## config.mk

```make
export PLATFORM = sky130hd
export DESIGN_NAME = xif_mem_arbiter
export DESIGN_NICKNAME = d
export VERILOG_FILES = /design/src/rtl/xif_mem_arbiter.sv
export SDC_FILE = /design/constraint.sdc
export NUM_CORES = 1
export LEC_CHECK = 0
export CAP_MARGIN = 5
export CELL_PAD_IN_SITES_DETAIL_PLACEMENT = 0
export CELL_PAD_IN_SITES_GLOBAL_PLACEMENT = 2
export CORE_MARGIN = 4
export CORE_UTILIZATION = 23
export CTS_CLUSTER_DIAMETER = 120
export DETAILED_ROUTE_END_ITERATION = 10
export GPL_TIMING_DRIVEN = 0
export PLACE_DENSITY = 0.8
export SYNTH_ARGS = -nofsm -noshare
export SYNTH_HDL_FRONTEND = slang
export SYNTH_SLANG_ARGS = --single-unit
```

## constraint.sdc

```tcl
create_clock -name clk_i -period 3.48 [get_ports clk_i]
set_clock_uncertainty 0.2 [all_clocks]
set_input_delay 0.522 -clock clk_i [delete_from_list [all_inputs] [get_ports clk_i]]
set_output_delay 0.522 -clock clk_i [all_outputs]
set_load 0.005 [all_outputs]
```

## src/rtl/xif_mem_arbiter.sv

```systemverilog
// Round-robin arbiter sharing one X-interface memory read channel among NUM_REQ engines.
// One outstanding read at a time; result routed to its owner by latched id, with a timeout abort.
module xif_mem_arbiter #(
  parameter int unsigned NUM_REQ = 2,
  parameter int unsigned ID_W    = 4,
  parameter int unsigned TIMEOUT = 255
) (
  input  logic                    clk_i,
  input  logic                    rst_i,
  input  logic [NUM_REQ-1:0]      req_valid_i,
  input  logic [NUM_REQ*32-1:0]   req_addr_i,
  input  logic [NUM_REQ*ID_W-1:0] req_id_i,
  output logic [NUM_REQ-1:0]      req_ready_o,
  output logic [NUM_REQ-1:0]      rsp_valid_o,
  output logic                    rsp_err_o,
  output logic [31:0]             rsp_rdata_o,
  output logic                    mem_valid_o,
  input  logic                    mem_ready_i,
  output logic [31:0]             mem_addr_o,
  output logic [ID_W-1:0]         mem_id_o,
  input  logic                    mem_result_valid_i,
  input  logic [ID_W-1:0]         mem_result_id_i,
  input  logic [31:0]             mem_result_rdata_i,
  output logic                    busy_o,
  output logic                    id_mismatch_o
);

  localparam int unsigned IDX_W = (NUM_REQ > 1) ? $clog2(NUM_REQ) : 1;
  localparam int unsigned SUM_W = IDX_W + 1;
  localparam int unsigned CNT_W = $clog2(TIMEOUT + 1);

  localparam logic [1:0] S_IDLE = 2'd0;
  localparam logic [1:0] S_REQ  = 2'd1;
  localparam logic [1:0] S_WAIT = 2'd2;

  logic [1:0]       state;
  logic [IDX_W-1:0] rr_ptr;
  logic [IDX_W-1:0] owner;
  logic [31:0]      addr_q;
  logic [ID_W-1:0]  id_q;
  logic [CNT_W-1:0] cnt;
  logic [CNT_W-1:0] cnt_next;
  logic             timeout_hit;
  logic             match;
  logic             foreign;
  logic             grant_found;
  logic             grant_fire;
  logic [IDX_W-1:0] grant_idx;
  logic [IDX_W-1:0] scan_idx;
  logic [SUM_W-1:0] scan_sum;
  logic [IDX_W-1:0] next_ptr;

  logic [31:0]     addr_arr [NUM_REQ];
  logic [ID_W-1:0] id_arr   [NUM_REQ];

  genvar g;
  generate
    for (g = 0; g < NUM_REQ; g++) begin : g_unpack
      assign addr_arr[g] = req_addr_i[g*32 +: 32];
      assign id_arr[g]   = req_id_i[g*ID_W +: ID_W];
    end
  endgenerate

  // Scan from rr_ptr upward with wrap; the first requester found wins.
  always_comb begin
    grant_found = 1'b0;
    grant_idx   = '0;
    scan_sum    = '0;
    scan_idx    = '0;
    for (int unsigned i = 0; i < NUM_REQ; i++) begin
      scan_sum = {1'b0, rr_ptr} + SUM_W'(i);
      if (scan_sum >= SUM_W'(NUM_REQ)) begin
        scan_sum = scan_sum - SUM_W'(NUM_REQ);
      end
      scan_idx = scan_sum[IDX_W-1:0];
      if (!grant_found && req_valid_i[scan_idx]) begin
        grant_found = 1'b1;
        grant_idx   = scan_idx;
      end
    end
  end

  // No grant in the response-pulse cycle, so transactions never overlap.
  assign grant_fire = (state == S_IDLE) && (rsp_valid_o == '0) && grant_found;

  always_comb begin
    req_ready_o = '0;
    if (grant_fire && !rst_i) begin
      req_ready_o[grant_idx] = 1'b1;
    end
  end

  assign match       = (state == S_WAIT) && mem_result_valid_i && (mem_result_id_i == id_q);
  assign foreign     = mem_result_valid_i && !match;
  assign cnt_next    = cnt + 1'b1;
  assign timeout_hit = (cnt_next == CNT_W'(TIMEOUT));
  assign next_ptr    = (owner == IDX_W'(NUM_REQ - 1)) ? '0 : owner + 1'b1;

  assign mem_valid_o = (state == S_REQ);
  assign mem_addr_o  = addr_q;
  assign mem_id_o    = id_q;
  assign busy_o      = (state != S_IDLE);

  always_ff @(posedge clk_i or posedge rst_i) begin
    if (rst_i) begin
      state         <= S_IDLE;
      rr_ptr        <= '0;
      owner         <= '0;
      addr_q        <= '0;
      id_q          <= '0;
      cnt           <= '0;
      rsp_valid_o   <= '0;
      rsp_err_o     <= 1'b0;
      rsp_rdata_o   <= '0;
      id_mismatch_o <= 1'b0;
    end else begin
      rsp_valid_o <= '0;
      rsp_err_o   <= 1'b0;
      if (foreign) begin
        id_mismatch_o <= 1'b1;
      end
      case (state)
        S_IDLE: begin
          if (grant_fire) begin
            addr_q <= addr_arr[grant_idx];
            id_q   <= id_arr[grant_idx];
            owner  <= grant_idx;
            state  <= S_REQ;
          end
        end
        S_REQ: begin
          if (mem_ready_i) begin
            cnt   <= '0;
            state <= S_WAIT;
          end
        end
        S_WAIT: begin
          // A matching result takes priority over an expiring counter.
          if (match) begin
            rsp_rdata_o        <= mem_result_rdata_i;
            rsp_valid_o[owner] <= 1'b1;
            rr_ptr             <= next_ptr;
            state              <= S_IDLE;
          end else if (timeout_hit) begin
            cnt                <= cnt_next;
            rsp_rdata_o        <= '0;
            rsp_err_o          <= 1'b1;
            rsp_valid_o[owner] <= 1'b1;
            rr_ptr             <= next_ptr;
            state              <= S_IDLE;
          end else begin
            cnt <= cnt_next;
          end
        end
        default: state <= S_IDLE;
      endcase
    end
  end

endmodule

```

Word level (Yosys, flattened, before mapping) --
Index checks and enable logic that the tools add are counted.
Operators by class: $add $sub $neg 5, magnitude comparators 9, eq/ne operators 8, multiplexer cells 40, bitwise gates (word level) 1, reductions and logical operators 21
Operators by type and width (number):
- 32-bit 2-to-1 mux | 5
- 1-bit 2-to-1 mux | 18
- 2-bit 2-to-1 mux | 8
- 8-bit 2-to-1 mux | 2
- 8-bit case mux with 2 select lines | 1
- 4-bit 2-to-1 mux | 3
- 1-bit logical AND | 9
- 8-bit by 1-bit adder with 8-bit output, second input constant | 1
- 8-bit equality test, second input constant | 1
- 1-bit by 2-bit less-than comparator with 1-bit output, second input constant | 4
- 2-bit case mux with 3 select lines | 1
- 3-bit AND reduction | 2
- 2-bit nonzero test | 3
- 4-bit equality test | 1
- 2-bit greater-or-equal comparator, second input constant | 2
- 2-bit logical NOT | 2
- 2-bit inequality test, second input constant | 2
- 2-bit AND reduction | 2
- 1-bit logical NOT | 3
- 3-bit inequality test, second input constant | 1
- 1-bit by 1-bit adder with 2-bit output, second input constant | 1
- 1-bit demux with 1-bit select | 2
- 2-bit by 1-bit equality test with 1-bit output, second input constant | 1
- 2-bit equality test, second input constant | 1
- 6 further kinds | 8
Storage, ports and cells: register bits 84, bits of input ports 114, output and inout bits 76, word-level logic and storage cells 94

Logic depth before layout (Yosys ltp) --
Gate-level depths: netlist of run 1.
word-level depth 13, depth in mapped cells 8, mapped depth without buffers 6

Worst setup path after synthesis of run 1 --
No wires, ideal clock.
kind reg2reg, start register cnt[0], end register rsp_rdata_o[23], library setup time 0.121 ns, arrival 1.878 ns, slack 1.281 ns, stages on the path, launching flop included 8, path buffers 2, period minus slack after synthesis 2.199 ns, cell sequence dfrtp_1 -> ha_1 -> or2b_1 -> a2111o_1 -> o21ba_1 -> buf_6 -> buf_6 -> a22o_1
On the way: word-level cells in the longest chain between the ends 4
Ends and longest elaborated chain:
- from (decl) | line 41 | logic [CNT_W-1:0] cnt;
- from (signal assigned) | line 145 | cnt <= cnt_next;
- from (signal assigned) | line 152 | cnt <= cnt_next;
- 8-bit by 1-bit adder with 8-bit output | line 95 | assign cnt_next = cnt + 1'b1;
- 8-bit equality test | line 96 | assign timeout_hit = (cnt_next == CNT_W'(TIMEOUT));
- 2-bit nonzero test (no line)
- 2-bit AND reduction (no line)
- to (signal assigned) | line 140 | rsp_rdata_o <= mem_result_rdata_i;
- to (decl) | line 16 | output logic [31:0] rsp_rdata_o,
No other way between the ends. A chain may end at the register's enable or synchronous reset.

Worst setup path after layout of run 1 --
start register state[1], end output req_ready_o[1]
On the way: word-level cells in the longest chain between the ends 5
Ends and longest elaborated chain:
- from (decl) | line 36 | logic [1:0] state;
- from (signal assigned) | line 106 | state <= S_IDLE;
- from (signal assigned) | line 128 | state <= S_REQ;
- from (signal assigned) | line 134 | state <= S_WAIT;
- 2-bit logical NOT | line 84 | assign grant_fire = (state == S_IDLE) && (rsp_valid_o == '0) && grant_found;
- 1-bit logical AND (2 in a row) | line 84
- 1-bit logical AND | line 88 | if (grant_fire && !rst_i) begin
- 2-bit 2-to-1 mux | line 88
- to (decl) | line 13 | output logic [NUM_REQ-1:0] req_ready_o,
No other way between the ends.

==> results.txt, run 1 <==
status - complete, no violations
Final Hold Fails - 0
number of CTS-inserted buffers - 9
ANT nets after route - 0
layout cells sized above 1 - 7.37%
first-pass GRT wire length - 18700 um
ys flop type - dfrtp_1
Multi-input gate area - 1190 um2
clock period minus worst slack - 3.11 ns
Worst Hold Class - flip-flop to flip-flop
width of the chip - 132 um
DIE AREA - 17300 um2
Iteration-0 DRC Markers - 155
Synth warnings - 0
critical path type - flip-flop to output pin
starting density of the core - 23.8%
RSZ-0062 raised after global routing - no
via count - 3146
crit start category - flip-flop
syn nets - 412
CTS tree - done
vias per std cell - 4.59
number of synthesized register bits - 84
Seq/Total Area, Yosys - 59.7%
number of global-route vias before repair - 3375
Post-synth top cells - dfrtp_1 (84), a22o_1 (32), inv_1 (31)
Max-Cap Viols - 0
P&R area growth vs syn - 71.0%
Final Setup Violations - 0
ANT cells - 0
H-Tree Depth - 3
setup bufs post-CTS - 0
Longest Clk Path Bufs - 2
top-area cell type share of the netlist area - 59.7%
Cell Area, Synth - 3520 um2
count of cell types in the netlist - 42
asr flop ratio synth - 100%
RePlAce Congestion - 0.758
Syn Area/Cell - 11.9 um2
DR WL/cell - 16.8 um
Tcrit/Tclk final - 89.5%
critical path data required time - 2.76 ns
Max Clk Rate - 0.321 GHz
CP max FO - 10
Die Y-Extent - 132 um
count leader, synth - dfrtp_1
Worst-Margin Slew - 0.793 ns
final net count - 613
Yosys top cell by area - dfrtp_1
Synth area leaders - dfrtp_1 (60%), a22o_1 (8.0%), a222oi_1 (7.7%)
Clock Latency Late Sink - 0.34 ns
CTS sink cnt - 84
core area - 14800 um2
Residual DRC - 0
HPWL after DPL - 8580 um
Post-Syn Instances - 296
initial antenna violation count - 0
PortBufs - 189
io pins - 190
hold buffer count at CTS - 0
Post-Layout Cell Count - 686
Final WS setup - 0.366 ns
Leak - 0.00269 uW
post-CTS sizing - 0
1st-pass router iterations - 7
Fill cells - 1423
GRT Util Overall - 13.4%
fin. max-slew vios - 0
setup slack after placement - 0.456 ns
total routed wirelength - 11500 um
Arr. time, crit path - 2.39 ns
Setup crit end kind - output pin
placed cells - 670
Clock transition at path regs - 0.06 ns
pwr/cell area - 750 nW/um2
EDFF count, synth - 0
register area - 2100 um2
largest net degree at the start of global routing - 54
grt ovf - 0
Max transition margin - 46.7%
Rows - 44
CTS Root Buffer Type - clkbuf_16
Peak VDD IR - 0.255 mV
[kinds of logic (layout without fill, tap and decap cells)]
logic type | Yosys count | count (layout) | synth area share [%]
flip-flops | 84 | 84 | 59.7
buffers and inverters | 50 | 256 | 6.61
AO/OA/AOI/OAI | 85 | 85 | 20.9
XOR/XNOR | 8 | 8 | 1.99
adder cells (fa/ha/maj) | 2 | 2 | 0.711
multiplexers | 3 | 3 | 0.996
AND/OR/NAND/NOR | 64 | 64 | 9.03
[metrics by stage]
step                      util (%)  hold WS (ns)  cell area (um2)  TNS [ns]  power [uW]
after floorplan                  -         0.229             3520         0        2350
after global placement        38.2         0.263             5640    -80.13        3460
after detailed placement      38.4         0.262             5670         0        3490
after CTS                     40.7         0.287             6010         0        4600
after global routing          40.8         0.316             6020         0        4830
final                         40.8         0.283             6020         0        4520
[report_power, final]
part | switching (uW) | internal, uW | total [uW]
sequential | 250 | 1370 | 1620
combinational | 719 | 1110 | 1830
clock | 377 | 685 | 1060
[placed cells by master (no fill, tap or decap), types with 2 or more instances in the layout]
master and count:
clkinv_2 2, xor2_1 6, inv_1 30, a222oi_1 27
nand2_1 10, o21ai_1 4, and3_1 3, xnor2_1 2
buf_6 4, nand2b_1 2, o2bb2ai_1 2, nor2_1 25
a21oi_1 3, mux2i_1 2, ha_1 2, bufinv_16 2
clkbuf_16 9, clkdlybuf4s50_1 189, buf_4 2, a22o_1 32
nand3_2 3, nand3_1 7, clkbuf_1 7, dfrtp_1 84
nor3_1 2, o22ai_1 9, and2_1 2, clkbuf_8 3
buf_2 6, nor2b_1 2
[area by class of cell]
type                       instances  area share (%)
buffer                            19            1.93
clock buffer                      12            4.43
clock inverter                     4            1.16
inverter                          31            1.98
multi-input combinational        162            19.8
sequential                        84            34.9
tap                              184            3.83
timing repair buffer             190            31.9
[routing by layer]
layer,wire [um],track usage (%)
met5,0,0
met4,252,5.83
met3,714,3.48
met2,5710,22.2
met1,4830,16.6
[state kept, by name (all words and copies together), names as in the netlist]
register       cells
rsp_rdata_o       32
cnt                8
rsp_valid_o        2
state              2
rr_ptr             1
mem_addr_o        32
rsp_err_o          1
mem_id_o           4
owner              1
id_mismatch_o      1
[critical path, stage by stage (launching register included)]
cell             delay, ns
dfrtp_1               0.41
or2_1                 0.27
nor3_2                0.36
nand3_2               0.31
nor2_1                0.17
clkdlybuf4s50_1       0.53
[path summary, 6_finish.rpt]
check / from / endpoint / slack, ns / depth (start not counted)
max in group asynchronous: rst_i / rsp_err_o / 2.05 / 3
min in group asynchronous: rst_i / mem_addr_o[19] / 0.41 / 2
hold reg to reg: state[1] / state[0] / 0.28 / 1
setup / recovery: state[1] / req_ready_o[1] / 0.37 / 5
setup reg to reg: state[1] / mem_addr_o[1] / 0.99 / 6
hold / removal: state[1] / state[0] / 0.28 / 1
(Power assumes the default switching activity.)
==> run 2: changes to the inputs <==
--- a/config.mk
+++ b/config.mk
@@ -13,6 +13,7 @@
 export CTS_CLUSTER_DIAMETER = 120
 export DETAILED_ROUTE_END_ITERATION = 10
 export GPL_TIMING_DRIVEN = 0
+export HOLD_SLACK_MARGIN = 0.08
 export PLACE_DENSITY = 0.8
 export SYNTH_ARGS = -nofsm -noshare
 export SYNTH_HDL_FRONTEND = slang
==> results of run 2 <==
The final DEF is identical to that of run 1; final timing and power are the same.
==> run 3: changes to the inputs <==
--- a/config.mk
+++ b/config.mk
@@ -5,11 +5,12 @@
 export SDC_FILE = /design/constraint.sdc
 export NUM_CORES = 1
 export LEC_CHECK = 0
+export ABC_AREA = 1
 export CAP_MARGIN = 5
 export CELL_PAD_IN_SITES_DETAIL_PLACEMENT = 0
 export CELL_PAD_IN_SITES_GLOBAL_PLACEMENT = 2
 export CORE_MARGIN = 4
-export CORE_UTILIZATION = 23
+export CORE_UTILIZATION = 22
 export CTS_CLUSTER_DIAMETER = 120
 export DETAILED_ROUTE_END_ITERATION = 10
 export GPL_TIMING_DRIVEN = 0
==> run 3 against run 2 <==
Against the previous run: setup slack worse by 0.15 ns; sequential share of layout area is 1.5 points lower; power decreased by 1.3%; die area grew 12%; maximum frequency fell by 4.5%; cell count grew 26%; via count grew 15%; clock power is 6% lower; area after synthesis increased by 7.8%; flip-flop and latch count did not move; synthesized cell count increased by 48%; first-iteration DRC count is 15% lower; critical endpoint unchanged.
==> results.txt, run 3 <==
Worst path top cell family by delay - buffers and inverters
WHS Endpoint - id_mismatch_o
most frequent cells in the layout - clkdlybuf4s50_1 (189), nand2_1 (136), dfrtp_1 (84)
EDFF count, synth - 0 (unchanged)
Synth area leaders - dfrtp_1 (55%), nand2_1 (13%), o211ai_1 (5.1%)
RePlAce Congestion - 0.799 (+5.5%)
r2r endpoint - mem_addr_o[5]
width of the chip - 139 um (+5.8%)
pwr/cell area - 708 nW/um2 (-5.7%)
P&R area growth vs syn - 66.0%
Crit Reg-Reg Startpoint - state[1]
Comb pwr share - 41.1% (+0.6 points)
CTS Root Buffer Type - clkbuf_16
layout cells sized above 1 - 9.47% (+2.1 points)
largest net degree at the start of global routing - 47 (-13%)
GRT Util Overall - 13.2% (-0.25 points)
Max-Cap Viols - 0 (unchanged)
sequential fraction of design power - 36.6% (+0.6 points)
vias per std cell - 4.20 (-8.5%)
Syn Area/Cell - 8.66 um2 (-27%)
hold buffer count at CTS - 0 (unchanged)
Peak VDD IR - 0.368 mV (+45%)
CP Launch Point - req_valid_i[0]
Tcrit/Tclk final - 93.7% (+4.2 points)
Post-synth top cells - nand2_1 (136), dfrtp_1 (84), inv_1 (44)
fin. max-slew vios - 0 (unchanged)
CTS tree - done
CP max-delay cell - clkdlybuf4s50_1
Die Y-Extent - 139 um (+5.8%)
post-CTS sizing - 0 (unchanged)
Worst R2R Setup Slack - 1.34 ns (+0.35 ns)
number of global-route vias before repair - 3747 (+11%)
Final Setup Violations - 0 (unchanged)
PortBufs - 189 (unchanged)
ANT cells - 0 (unchanged)
Clock transition at path regs - 0.06 ns (about the same)
HPWL after DPL - 9680 um (+13%)
clock period minus worst slack - 3.26 ns (+0.146 ns)
R2R depth - 6 (unchanged)
Worst-Margin Slew - 0.545 ns (-0.248 ns)
ys flop type - dfrtp_1
Longest Clk Path Bufs - 2 (unchanged)
core area - 16800 um2 (+14%)
commonest non-fill, non-tap cell in the layout - clkdlybuf4s50_1
status - complete, no violations
starting density of the core - 22.6% (-1.2 points)
count of cell types in the netlist - 31 (-26%)
fin util - 37.6% (-3.2 points)
CP max FO - 10 (unchanged)
number of synthesized register bits - 84 (unchanged)
Setup crit end kind - output pin
crit start category - primary input
Pint - 2960 uW (-6.5%)
CTS sink cnt - 84 (unchanged)
Post-Syn Instances - 438 (+48%)
H-Tree Depth - 3 (unchanged)
total routed wirelength - 12800 um (+11%)
Rows - 47 (+6.8%)
setup bufs post-CTS - 0 (unchanged)
Seq/Total Area, Yosys - 55.4% (-4.3 points)
grt ovf - 0 (unchanged)
sw frac - 33.5% (+3.7 points)
Clk network pwr share - 22.3% (-1.2 points)
Fill cells - 1701 (+20%)
Post-Layout Cell Count - 864 (+26%)
Residual DRC - 0 (unchanged)
switching pwr - 1490 uW (+11%)
Max transition margin - 63.7% (+17 points)
placed cells - 848 (+27%)
Cell Area, Synth - 3790 um2 (+7.8%)
number of CTS-inserted buffers - 9 (unchanged)
Clock Latency Late Sink - 0.35 ns (about the same)
Hold Path Depth - 1 (unchanged)
CP peak stage delay - 0.48 ns (-0.05 ns)
initial antenna violation count - 0 (unchanged)
Iteration-0 DRC Markers - 132 (-15%)
Arr. time, crit path - 2.54 ns (+0.15 ns)
Most common cell on crit path - clkdlybuf4s50_1
Final Hold Fails - 0 (unchanged)
top-area cell type share of the netlist area - 55.4% (-4.3 points)
RSZ-0062 raised after global routing - no
critical path data required time - 2.76 ns (about the same)
critical path type - primary input to output pin
1st-pass router iterations - 4 (-3)
cells along the critical path - clkdlybuf4s50_1, nand2_1, nand4_1, clkbuf_1, buf_2, nor2_1, clkdlybuf4s50_1
DR WL/cell - 14.8 um (-12%)
Multi-input gate area - 1410 um2 (+18%)
io pins - 190 (unchanged)
register area - 2100 um2 (unchanged)
Synth warnings - 0 (unchanged)
via count - 3625 (+15%)
Yosys top cell by area - dfrtp_1
Hold Crit Start - id_mismatch_o
DIE AREA - 19400 um2 (+12%)
asr flop ratio synth - 100% (unchanged)
final net count - 755 (+23%)
number of buffers and inverters on the critical path - 4 (+3)
Max Clk Rate - 0.307 GHz (-4.5%)
first-pass GRT wire length - 20500 um (+9.4%)
ANT nets after route - 0 (unchanged)
Worst Hold Class - flip-flop to flip-flop
count leader, synth - nand2_1
syn nets - 554 (+34%)
Leak - 0.00285 uW (+6.1%)
run 3: cell count changes after synthesis, sizes merged, moves of 3 or more:
cell and delta:
a222oi -27, a22o -32, buf -3, nand2 +150, inv +16, o211ai +25
nand3 +26, o22ai +4, xor2 -4, and3 -3, nor2 +9
run 3: how the worst max path moves through the flow:
stage | endpoint | cells after the start
2_1_floorplan | cnt[0] | 1
3_3_place_gp | rsp_rdata_o[7] | 2
3_5_place_dp | req_ready_o[1] | 7
4_1_cts | req_ready_o[1] | 7
5_1_grt | req_ready_o[1] | 7
6_report | req_ready_o[1] | 7
run 3: kinds of logic after synthesis:
| family | synth area share [%] |
|---|---|
| buf+inv | 7.42 |
| simple gates | 26.9 |
| compound gates | 8.91 |
| fa+ha+maj | 0.660 |
| xor+xnor | 0.693 |
| flops | 55.4 |
run 3: worst reg2reg max path, stage by stage, from the launching register on:
cell	delay, ns
dfrtp_1	0.41
nor2_1	0.23
o211a_1	0.26
clkinv_1	0.32
clkbuf_1	0.36
nand2_1	0.13
o211ai_1	0.10
run 3: through the flow:
step | instance area, um2 | power (uW) | hold WS, ns | setup TNS (ns) | setup slack, ns
global placement | 5960 | 3490 | 0.242 | -96.07 | -1.15
global route | 6300 | 4800 | 0.291 | 0 | 0.0295
floorplan | 3790 | 2380 | 0.251 | 0 | 0.593
finish | 6300 | 4460 | 0.259 | 0 | 0.220
CTS | 6300 | 4560 | 0.271 | 0 | 0.149
detailed placement | 5990 | 3520 | 0.246 | 0 | 0.164
run 3: routing by layer:
layer	GRT usage [%]	vias to the layer above	wire, um
li1	-	1807	-
met1	16.8	1687	5560
met2	20.6	120	5920
met3	5.52	11	1140
met4	3.81	0	176
met5	0	-	0
run 3: power by group through the flow:
stage | Sequential [uW] | Combinational, uW | Clock (uW)
5_1_grt | 1680 | 2040 | 1080
3_5_place_dp | 1640 | 1880 | 0
2_1_floorplan | 1640 | 737 | 0
4_1_cts | 1630 | 1890 | 1040
6_report | 1630 | 1830 | 996
3_3_place_gp | 1630 | 1860 | 0
run 3: final cells by class:
class | instances | area share (%)
buffer | 18 | 1.61
clock buffer | 9 | 3.58
clock inverter | 7 | 1.27
inverter | 48 | 2.90
multi-input combinational | 288 | 22.4
sequential | 84 | 33.4
tap | 220 | 4.37
timing repair buffer | 190 | 30.5
